<file path="config.mk">
export PLATFORM = sky130hd
export DESIGN_NAME = int_ctrl
export DESIGN_NICKNAME = d
export VERILOG_FILES = /design/src/rtl/int_ctrl.sv
export SDC_FILE = /design/constraint.sdc
export NUM_CORES = 1
export LEC_CHECK = 0
export CAP_MARGIN = 0
export CORE_MARGIN = 5
export CORE_UTILIZATION = 40
export DETAILED_ROUTE_END_ITERATION = 8
export GPL_ROUTABILITY_DRIVEN = 1
export PLACE_DENSITY = 0.83
export SLEW_MARGIN = 20
export SYNTH_ARGS = -nofsm -noshare
export SYNTH_HDL_FRONTEND = slang
export SYNTH_SLANG_ARGS = --single-unit
</file>
<file path="constraint.sdc">
create_clock -name clk -period 1.6 [get_ports clk]
set_input_delay 0.32 -clock clk [delete_from_list [all_inputs] [get_ports clk]]
set_output_delay 0.32 -clock clk [all_outputs]
set_load 0.01 [all_outputs]
</file>
<file path="src/rtl/int_ctrl.sv">
// int_ctrl: four-source interrupt controller for the multi-cycle CPU.
// Captures rising edges of peripheral interrupt lines into PEND, picks the
// highest-priority enabled source (bit 0 highest), and holds Ireq/gntInt
// steady until the CPU acknowledges with Iack. Software sees PEND, IEN, EOI
// and STAT through a single-cycle-ack slave port.
//
// Ports:
//   clk, reset        system clock (rising edge), async active-low reset
//   irq_src[3:0]      raw peripheral interrupt lines (asynchronous)
//   int_en            CPU global interrupt enable
//   Iack              CPU interrupt acknowledge pulse
//   Ireq, gntInt      request and one-hot grant to the CPU
//   stb_i, we_i,
//   addr_i, dat_i     slave access: 0=PEND 1=IEN 2=EOI 3=STAT
//   dat_o, ack_o      read data and access acknowledge
//   in_service        one-hot source being serviced (status)
module int_ctrl #(
  parameter int unsigned N_SRC = 4
) (
  input  logic             clk,
  input  logic             reset,
  input  logic [N_SRC-1:0] irq_src,
  input  logic             int_en,
  input  logic             Iack,
  output logic             Ireq,
  output logic [N_SRC-1:0] gntInt,
  input  logic             stb_i,
  input  logic             we_i,
  input  logic [1:0]       addr_i,
  input  logic [31:0]      dat_i,
  output logic [31:0]      dat_o,
  output logic             ack_o,
  output logic [N_SRC-1:0] in_service
);

  typedef enum logic [1:0] {
    IDLE    = 2'd0,
    REQ     = 2'd1,
    SERVICE = 2'd2
  } state_t;

  state_t           r_state;
  logic             r_ireq;
  logic [N_SRC-1:0] r_gnt;
  logic [N_SRC-1:0] r_insvc;
  logic [N_SRC-1:0] r_sync1;
  logic [N_SRC-1:0] r_sync2;
  logic [N_SRC-1:0] r_prev;
  logic [N_SRC-1:0] r_pend;
  logic [N_SRC-1:0] r_ien;
  logic             r_ack;
  logic [31:0]      r_dat;

  logic             w_access;
  logic             w_wr;
  logic             w_eoi;
  logic [N_SRC-1:0] w_rise;
  logic [N_SRC-1:0] w_pend_clr;
  logic [N_SRC-1:0] w_iack_clr;
  logic [N_SRC-1:0] w_pend_nxt;
  logic [N_SRC-1:0] w_elig;
  logic [N_SRC-1:0] w_pick;
  logic [31:0]      w_rdata;
  logic             w_unused_dat;

  // An access is taken only when no ack is outstanding, so a held strobe
  // is acknowledged every other cycle.
  assign w_access   = stb_i & ~r_ack;
  assign w_wr       = w_access & we_i;
  assign w_eoi      = w_wr && (addr_i == 2'd2);
  assign w_pend_clr = (w_wr && (addr_i == 2'd0)) ? dat_i[N_SRC-1:0] : '0;
  assign w_iack_clr = ((r_state == REQ) && Iack) ? r_gnt : '0;
  assign w_rise     = r_sync2 & ~r_prev;
  // A newly detected edge beats any clear arriving in the same cycle.
  assign w_pend_nxt = (r_pend & ~(w_pend_clr | w_iack_clr)) | w_rise;
  assign w_elig     = r_pend & r_ien;
  assign w_unused_dat = ^dat_i[31:N_SRC];

  always_comb begin
    w_pick = '0;
    for (int unsigned i = 0; i < N_SRC; i++) begin
      if (w_elig[i] && (w_pick == '0)) begin
        w_pick[i] = 1'b1;
      end
    end
  end

  always_comb begin
    w_rdata = '0;
    case (addr_i)
      2'd0:    w_rdata = {{(32-N_SRC){1'b0}}, r_pend};
      2'd1:    w_rdata = {{(32-N_SRC){1'b0}}, r_ien};
      2'd3:    w_rdata = {{(32-2-N_SRC){1'b0}}, r_state, r_insvc};
      default: w_rdata = '0;
    endcase
  end

  // Input synchronizers, edge detect and software-visible registers.
  always_ff @(posedge clk or negedge reset) begin
    if (!reset) begin
      r_sync1 <= '0;
      r_sync2 <= '0;
      r_prev  <= '0;
      r_pend  <= '0;
      r_ien   <= '0;
      r_ack   <= 1'b0;
      r_dat   <= '0;
    end else begin
      r_sync1 <= irq_src;
      r_sync2 <= r_sync1;
      r_prev  <= r_sync2;
      r_pend  <= w_pend_nxt;
      if (w_wr && (addr_i == 2'd1)) begin
        r_ien <= dat_i[N_SRC-1:0];
      end
      r_ack <= w_access;
      r_dat <= (w_access && !we_i) ? w_rdata : '0;
    end
  end

  // Request/grant FSM. Withdrawal is judged on registered PEND/IEN, so a
  // software clear or disable of the granted source drops Ireq one cycle
  // after the register changes.
  always_ff @(posedge clk or negedge reset) begin
    if (!reset) begin
      r_state <= IDLE;
      r_ireq  <= 1'b0;
      r_gnt   <= '0;
      r_insvc <= '0;
    end else begin
      case (r_state)
        IDLE: begin
          if (int_en && (w_elig != '0)) begin
            r_state <= REQ;
            r_gnt   <= w_pick;
            r_ireq  <= 1'b1;
          end
        end
        REQ: begin
          if (Iack) begin
            r_state <= SERVICE;
            r_insvc <= r_gnt;
            r_gnt   <= '0;
            r_ireq  <= 1'b0;
          end else if (!int_en || ((r_gnt & r_pend & r_ien) == '0)) begin
            r_state <= IDLE;
            r_gnt   <= '0;
            r_ireq  <= 1'b0;
          end
        end
        SERVICE: begin
          if (w_eoi) begin
            r_state <= IDLE;
            r_insvc <= '0;
          end
        end
        default: begin
          r_state <= IDLE;
          r_gnt   <= '0;
          r_ireq  <= 1'b0;
          r_insvc <= '0;
        end
      endcase
    end
  end

  assign Ireq       = r_ireq;
  assign gntInt     = r_gnt;
  assign in_service = r_insvc;
  assign ack_o      = r_ack;
  assign dat_o      = r_dat;

endmodule

</file>
Yosys cells after proc, flatten, opt, wreduce, memory -nomap -nowiden. Index checks and enable logic that the tools add are counted.

Eq/ne operators: 9. Muxes and demuxes: 24. Bitwise gates (word level): 15. Reduce and logical (&&, ||, !) cells: 21.

Operators by type and width (count): 32-bit two-way mux (1); 4-bit two-way mux (7); 4-bit case mux with 3 select lines (2); 4-bit AND (5); 6-bit case mux with 3 select lines (1); 1-bit logical AND (9); 3-bit AND reduction (3); 2-bit two-way mux (4); 4-bit NOT (2); 4-bit OR (2); 1-bit two-way mux (7); 2-bit equality test, second input constant (3); 2-bit zero test (3); 2-bit inequality test, second input constant (3); 2-bit case mux with 3 select lines (1); 2-bit by 1-bit equality test with 1-bit output, second input constant (2); 4-bit zero test (1); 1-bit NOT (4); 4-bit nonzero test (1); 3-bit zero test (1); 3-bit by 2-bit inequality test with 1-bit output, second input constant (1); 1-bit case mux with 3 select lines (1); 1-bit AND (2); 1-bit zero test (2); 1-bit logical OR (1).

Output and inout bits: 42. Register bits after elaboration: 64.

Logic depth before layout (Yosys ltp). Gate-level depths: netlist of run 1.

Depth in word-level cells: 13. Mapped depth: 5. Depth with buffers taken out: 5.

Worst setup path before layout of run 1. Ideal clock, no wire load.

Path kind: register to register. Start point: register r_ack (netlist: ack_o). End point: register r_pend[0]. Library setup time: 0.122 ns. Arrival: 1.258 ns. Stages on the path, launching flop included: 5. Setup slack: 0.221 ns. Path through: dfrtp_1 > nand2b_1 > nor4b_2 > nand2_1 > a32o_1.

Cells in the longest elaborated chain, start to end: 9.

Ends and longest elaborated chain: from (decl) (RTL line 51) `logic r_ack;`; from (signal assigned) (RTL line 116) `r_ack <= w_access;`; 1-bit NOT (RTL line 68) `assign w_access = stb_i & ~r_ack;`; 1-bit AND (RTL line 68); 1-bit AND (RTL line 69) `assign w_wr = w_access & we_i;`; 1-bit logical AND (RTL line 71) `assign w_pend_clr = (w_wr && (addr_i == 2'd0)) ? dat_i[N_SRC-1:0] : '0;`; 4-bit two-way mux (RTL line 71); 4-bit OR (RTL line 75) `assign w_pend_nxt = (r_pend & ~(w_pend_clr | w_iack_clr)) | w_rise;`; 4-bit NOT (RTL line 75); 4-bit AND (RTL line 75); 4-bit OR (RTL line 75); net w_pend_nxt[0] (RTL line 60) `logic [N_SRC-1:0] w_pend_nxt;`; to (signal assigned) (RTL line 112) `r_pend <= w_pend_nxt;`; to (decl) (RTL line 49) `logic [N_SRC-1:0] r_pend;`.

The timed path passes the listed nets, and every way through them passes these cells. A chain may end at the register's enable or synchronous reset.

Worst setup path in the final report of run 1.
Start point: register r_insvc[2] (netlist: in_service[2]). End point: output port in_service[2].

RTL lines: from (decl) (RTL line 45) `logic [N_SRC-1:0] r_insvc;`; from (signal assigned) (RTL line 142) `r_insvc <= r_gnt;`; to (decl) (RTL line 33) `output logic [N_SRC-1:0] in_service`.

No word-level cell between the ends.

==> impl_metrics.ini, run 1 <==
[setup_path]
cp_slowest_cell = clkdlybuf4s50_1
path_class = flop to output port
r2r-start = ack_o
path_delay_family = buffers and inverters
startpoint_type = flop
regToRegSetupSlack_ns = 0.15
crit_arrival_ns = 1.21
cp-end-kind = output port
rr_worst_depth = 5
cp_cell_sequence = clkdlybuf4s50_1
rr_endpoint = r_pend[0]
path_buf_inv = 1
worstSetupEndpoint = in_service[2]
path_max_fanout = 3
critPathMaxStageDelay_ns = 0.55
worstSetupPathDepth = 1
crit_required_ns = 1.28
crit_start = in_service[2]

[power]
combinationalPowerShare_pct = 33.5
netSwitchingFraction_pct = 32.1
vdd_drop_max_uv = 550
clkPwrFrac_pct = 22.8
power_density_nw_per_um2 = 1320
p_leak_uw = 0.00107
seq_power_share_pct = 43.6
power.total_uw = 2970
p_switching_uw = 956
p_int_uw = 2020

[place]
gp_routability_congestion = 0.842
io_buffers = 31
place_ws_ns = -0.219
dpl.hpwl_um = 2620
dpl_cell_area_um2 = 2130

[grt]
globalRouteOverflowTotal = 0
grt_antenna_before_repair = 0
grt_max_degree = 39
grt_pass1_vias = 1244
grt_pass1_wl_um = 5850
track_usage_pct = 12.4

[layout]
area_growth_pct = 27.8
fin_util_pct = 52.3
n_antenna_cell = 0
finalInstanceArea_um2 = 2260
most-common-layout-cells = dfrtp_1 (38), clkdlybuf4s50_1 (31), conb_1 (26)
layout.nets = 261
mostFrequentLayoutCell = dfrtp_1
drive_above_1_share_pct = 16.5

[floorplan]
die_w_um = 76.5
rows = 24
io_pins = 86
core_um2 = 4320
die_h_um = 76.5
die_area_um2 = 5850
start_util_pct = 40.9

[sta]
hold_violations = 0
rsz0062_at_grt = false
period_needed_ns = 1.53
setup_tns_ns = 0
clock_skew_ns = 0.00488
fmaxAchievable_mhz = 654
setup_viol = 0
worst_slack_ns = 0.0711
fin_crit_sh_pct = 95.6
slew_viol_final = 0

[clock_network]
cts_tree = yes
cts_max_path_buffers = 2
ctsResizeCount = 0
clkSlewWorstSetupHoldPaths_ns = 0.08
numCtsBuffers = 5
cts-root-buf = clkbuf_8
clock_latency_ns = 0.29
htreeDepth = 2
clock_sinks = 38

[yosys]
synth.avg_cell_area_um2 = 10.6
synthesis.yosys.warnings = 0
mappedNetlistArea_um2 = 1770
synth_edf_count = 0
synth-seq-cells = 38
yosysSeqAreaShare_pct = 53.7
netlist_instances = 167
synth_cell_types = 34
ys.flop_type = dfrtp_1
async_flop_share_pct = 100

[drt]
post_drt_wl_per_cell_um = 13.2
drt_iter0_drc = 73
routed_wl_um = 3560
dr_total_vias = 1305
drc = 0
drt_pre_antenna_iters = 6
drt.antenna.violating_nets = 0
post_drt_via_cell_ratio = 4.83

[hold_path]
hp-class = flop to flop

[outcome]
outcome = finished, final reports clean

[run]
maxCapViolCount = 0
-- cell usage after synthesis (all sizes together) (2+ instances only) --
library cell  count  area share (%)
nor3              2            0.57
a211o             2            0.99
nand2b            2            0.71
mux2              4             2.5
nand2            21             4.5
a32o              4             2.3
a31oi             7             2.5
inv               6             1.3
buf              30              12
nor2             10             2.1
dfrtp            38              54
a21oi             4             1.1
a222oi            2             1.1
nand3             5             1.4
o21ai             6             1.7
a21o              4             1.8
nor2b             2            0.71
mux2i             4             2.3
and2              3             1.3
-- layout make-up --
| class | count | area [µm²] |
|---|---|---|
| clock buffer | 6 | 82.6 |
| sequential | 38 | 951 |
| inverter | 6 | 22.5 |
| multi-input combinational | 117 | 669 |
| fill | 412 | 2060 |
| timing repair buffer | 49 | 458 |
| clock inverter | 2 | 12.5 |
| tap | 52 | 65.1 |
-- state kept, by name, summed over array words and instances, names as in the netlist --
register	count
r_sync1	4
r_sync2	4
in_service	4
ack_o	1
Ireq	1
gntInt	4
r_prev	4
r_pend	4
r_ien	4
r_state	2
dat_o	6
-- routing by layer --
metal  up-vias  routed length (µm)  track usage (%)
met1       631                1460             14.2
li1        623                   -                -
met4         0                  57             4.72
met5         -                   0                0
met2        46                1770             21.1
met3         5                 270             4.14
-- metrics by stage --
stage | instances | hold slack [ns]
finish | 270 | 0.350
detailed placement | 257 | 0.338
global placement | 257 | 0.332
floorplan | 192 | 0.0244
CTS | 268 | 0.356
global route | 270 | 0.360
-- power by group through the flow --
stage                     logic (µW)  registers, µW  clock network (µW)
after floorplan                  495           1350                   0
after global placement           869           1350                   0
after detailed placement         889           1350                   0
after CTS                        970           1310                 706
after global routing            1110           1320                 731
final                            997           1300                 679
-- worst min-delay path by stage --
stage,startpoint,endpoint,slack (ns),depth (start not counted)
after floorplan,reset,Ireq,0.02,0
after global placement,r_sync1[3],r_sync2[3],0.33,0
after detailed placement,r_sync1[1],r_sync2[1],0.34,0
after CTS,r_sync1[1],r_sync2[1],0.36,0
after global routing,r_sync1[2],r_sync2[2],0.36,0
final,r_sync1[1],r_sync2[1],0.35,0
-- cells by family (layout without fill, tap and decap cells) --
logic type	Yosys count	in the layout	synth area share, %
buffers and inverters	37	63	13.7
AND/OR/NAND/NOR	52	52	14.6
multiplexers	8	8	4.81
flip-flops	38	38	53.7
AO/OA/AOI/OAI	31	31	12.9
other	1	26	0.212
-- timing repair --
item,4_1_cts,5_1_grt
setup endpoints to repair,3,4
hold buffers,0,0
setup buffers,3,2
(Power assumes the default switching activity.)
==> run 2: changes to the inputs <==
--- a/config.mk
+++ b/config.mk
@@ -10,7 +10,7 @@
 export CORE_UTILIZATION = 40
 export DETAILED_ROUTE_END_ITERATION = 8
 export GPL_ROUTABILITY_DRIVEN = 1
-export PLACE_DENSITY = 0.83
+export PLACE_DENSITY = 0.76
 export SLEW_MARGIN = 20
 export SYNTH_ARGS = -nofsm -noshare
 export SYNTH_HDL_FRONTEND = slang
==> impl_metrics.ini, run 2 (synthesized netlist as in run 1, its figures left out) <==
[layout]
most-common-layout-cells = dfrtp_1 (38), clkdlybuf4s50_1 (30), conb_1 (26)
area_growth_pct = 28.8
n_antenna_cell = 0
mostFrequentLayoutCell = dfrtp_1
finalInstanceArea_um2 = 2280
largest_reg_flops = 6
layout.nets = 263
drive_above_1_share_pct = 17.7
finalNonFillerCells = 272

[drt]
drt_pre_antenna_iters = 4
drt.antenna.violating_nets = 0
dr_total_vias = 1296
post_drt_wl_per_cell_um = 12.6
routed_wl_um = 3430
drt_iter0_drc = 85
drc = 0
post_drt_via_cell_ratio = 4.76

[setup_path]
path_buf_inv = 1
critPathMaxStageDelay_ns = 0.37
path_max_fanout = 4
path_class = flop to flop
crit_arrival_ns = 1.69
cp_slowest_cell = dfrtp_1
path_delay_family = simple AND/OR/NAND/NOR gates
startpoint_type = flop
crit_required_ns = 1.76
cp_cell_sequence = nand2b_1 > nor4b_2 > buf_4 > nand2_2 > a32o_2
cp-end-kind = flop

[clock_network]
cts-root-buf = clkbuf_8
cts_hold_buf = 0
clock_latency_ns = 0.28
htreeDepth = 2
cts_tree = yes
cts_max_path_buffers = 2
numCtsBuffers = 5
clkSlewWorstSetupHoldPaths_ns = 0.07
clock_sinks = 38

[grt]
grt_pass1_vias = 1273
grt_antenna_before_repair = 0
grt_max_degree = 39
globalRouteOverflowTotal = 0
track_usage_pct = 12.2
grt_pass1_wl_um = 5880

[hold_path]
hp-class = flop to flop

[sta]
setup_viol = 0
fin_crit_sh_pct = 95.6
fmaxAchievable_mhz = 654
clock_skew_ns = 0.00573
period_needed_ns = 1.53
slew_viol_final = 0
worst_slack_ns = 0.0709
hold_violations = 0
holdWs_ns = 0.348

[floorplan]
core_um2 = 4320
rows = 24
die_w_um = 76.5
die_h_um = 76.5
start_util_pct = 40.9
die_area_um2 = 5850
io_pins = 86

[place]
dpl.hpwl_um = 2570
place_ws_ns = -0.242
dp.cells = 260
gp_routability_congestion = 0.850
dpl_cell_area_um2 = 2150
io_buffers = 31

[power]
p_leak_uw = 0.00109
power_density_nw_per_um2 = 1300
vdd_drop_max_uv = 685

[run]
maxCapViolCount = 0

[outcome]
outcome = finished, final reports clean
[run 2: cell types whose count changed in the layout (fill, tap and decap cells not counted), sizes merged]
cell	delta
buf	+2
clkbuf	+1
clkdlybuf4s50	-1
clkinvlp	-1
dlymetal6s2s	+1
[run 2: worst paths after layout]
kind                                 start  slack [ns]         end  cells after the start
min in group asynchronous            reset        0.41   gntInt[3]                      2
worst min-delay path            r_sync1[0]        0.35  r_sync2[0]                      0
worst max register to register       ack_o        0.07   r_pend[0]                      5
worst min register to register  r_sync1[0]        0.35  r_sync2[0]                      0
worst max-delay path                 ack_o        0.07   r_pend[0]                      5
max in group asynchronous            reset        1.01  r_sync2[3]                      2
[run 2: area by class of cell]
type | instances | area, µm²
tap | 52 | 65.1
multi-input combinational | 117 | 673
clock buffer | 7 | 86.3
inverter | 6 | 22.5
timing repair buffer | 51 | 475
clock inverter | 1 | 5.00
sequential | 38 | 951
fill | 413 | 2050
[run 2: layer usage]
| layer | up-vias | part of all wire [%] | global-route usage, % | wire length [µm] |
|---|---|---|---|---|
| met5 | - | 0 | 0 | 0 |
| met4 | 0 | 1.3 | 3.67 | 46 |
| met3 | 6 | 7.1 | 4.73 | 243 |
| met2 | 45 | 49 | 20.1 | 1680 |
| met1 | 617 | 43 | 14.7 | 1460 |
| li1 | 628 | - | - | - |
[run 2: metrics by stage]
step | TNS (ns) | utilization (%) | total power, µW
3_3_place_gp | -2.19 | 49.7 | 2230
6_report | 0 | 52.7 | 2950
5_1_grt | -0.00444 | 52.7 | 3160
2_1_floorplan | 0 | - | 1840
3_5_place_dp | -2.30 | 49.7 | 2250
4_1_cts | 0 | 52.2 | 2950
[run 2: report_power, final]
group | switching, µW | internal (µW)
clock | 308 | 347
sequential | 158 | 1140
combinational | 462 | 537
[run 2: repair_timing]
item                       in CTS  in global routing
setup endpoints to repair       2                  3
setup buffers                   2                  2
pin swaps                       0                  2
gates resized for setup         0                  3
gates cloned                    0                  0
==> run 3: changes to the inputs <==
--- a/config.mk
+++ b/config.mk
@@ -6,6 +6,7 @@
 export NUM_CORES = 1
 export LEC_CHECK = 0
 export CAP_MARGIN = 0
+export CORE_ASPECT_RATIO = 1.5
 export CORE_MARGIN = 5
 export CORE_UTILIZATION = 40
 export DETAILED_ROUTE_END_ITERATION = 8
==> impl_metrics.ini, run 3 (synthesized netlist as in run 1, its figures left out) <==
[clock_network]
clock_latency_ns = 0.29
clock_sinks = 38
cts-root-buf = clkbuf_8
cts_hold_buf = 0
htreeDepth = 2
cts_max_path_buffers = 2
clkSlewWorstSetupHoldPaths_ns = 0.07
cts_tree = yes
numCtsBuffers = 5

[layout]
multiInputGateArea_um2 = 669
largest_reg_flops = 6
n_antenna_cell = 0
most-common-layout-cells = dfrtp_1 (38), clkdlybuf4s50_1 (30), conb_1 (26)
mostFrequentLayoutCell = dfrtp_1
layout.nets = 263
drive_above_1_share_pct = 16.9
register_area_um2 = 951
nFillCells = 381
area_growth_pct = 27.4

[grt]
grt_antenna_before_repair = 0
track_usage_pct = 13.1
grt_pass1_vias = 1282
globalRouteOverflowTotal = 0
grt_pass1_wl_um = 5980
grt_max_degree = 39

[setup_path]
cp_slowest_cell = clkdlybuf4s50_1
critPathMaxStageDelay_ns = 0.55
path_buf_inv = 1
cp_cell_sequence = clkdlybuf4s50_1
cp-end-kind = output port
path_class = flop to output port
crit_arrival_ns = 1.22
path_delay_family = buffers and inverters
crit_required_ns = 1.28
path_max_fanout = 3
startpoint_type = flop

[sta]
clock_skew_ns = 0.00552
fin_crit_sh_pct = 96.4
slew_viol_final = 0
rsz0062_at_grt = false
setup_tns_ns = 0
setup_viol = 0
holdWs_ns = 0.345
hold_violations = 0
fmaxAchievable_mhz = 649
period_needed_ns = 1.54

[power]
vdd_drop_max_uv = 839
p_leak_uw = 0.00109
power_density_nw_per_um2 = 1290
power.total_uw = 2910

[drt]
drc = 0
wl_met3_um = 319
drt_pre_antenna_iters = 4
dr_wl_met2_um = 1920
routed_wl_um = 3600
met1Wirelength_um = 1270
post_drt_wl_per_cell_um = 13.6
dr_total_vias = 1326
post_drt_via_cell_ratio = 5.00
drt_iter0_drc = 75
dr.max_layer_used = met4
drt.antenna.violating_nets = 0

[place]
dpl.hpwl_um = 2700
gp_routability_congestion = 0.920
io_buffers = 31

[floorplan]
core_um2 = 4250
die_h_um = 91.5
die_w_um = 64.3
start_util_pct = 41.7
rows = 29
io_pins = 86
die_area_um2 = 5880

[hold_path]
hp-class = flop to flop

[run]
maxCapViolCount = 0

[outcome]
outcome = finished, final reports clean
run 3: cell type report:
| cell class | count | share of cell area [%] |
|---|---|---|
| Multi-Input combinational cell | 117 | 29.7 |
| Inverter | 6 | 0.999 |
| Sequential cell | 38 | 42.2 |
| Tap cell | 46 | 2.55 |
| Clock inverter | 2 | 0.444 |
| Clock buffer | 5 | 3.05 |
| Timing Repair Buffer | 51 | 21.1 |
run 3: metal layers:
metal | global-route usage, % | up-vias
met5 | 0 | -
met4 | 6.96 | 0
met3 | 4.32 | 8
met2 | 23.1 | 56
met1 | 13.1 | 630
li1 | - | 632
run 3: path summary, 6_finish.rpt:
| kind | from | endpoint | slack [ns] | cells past startpoint |
|---|---|---|---|---|
| worst max-delay path | in_service[0] | in_service[0] | 0.06 | 1 |
| worst min-delay path | r_sync1[3] | r_sync2[3] | 0.35 | 0 |
| worst max register to register | ack_o | r_pend[2] | 0.18 | 5 |
| worst min register to register | r_sync1[3] | r_sync2[3] | 0.35 | 0 |
| max in group asynchronous | reset | gntInt[2] | 0.99 | 2 |
| min in group asynchronous | reset | in_service[2] | 0.42 | 2 |
run 3: repair_timing:
item	CTS	global route
buffers inserted	3	0
endpoints found under the setup margin	3	1
gates resized for setup	0	1
run 3: through the flow:
stage	utilization [%]	setup WS, ns	cells	instance area, µm²
finish	53.1	0.0582	265	2250
CTS	53.1	0.0344	265	2250
global placement	50.7	-0.193	255	2150
detailed placement	50.7	-0.201	255	2150
floorplan	-	0.221	192	1860
global route	53.1	0.00915	265	2250
run 3: where the power goes:
group / internal, µW / leakage, µW / switching, µW
Combinational: 533 / 0.000580 / 486
Sequential: 1140 / 0.000466 / 150
Clock: 292 / 0.0000438 / 311
Total: 1970 / 0.00109 / 948
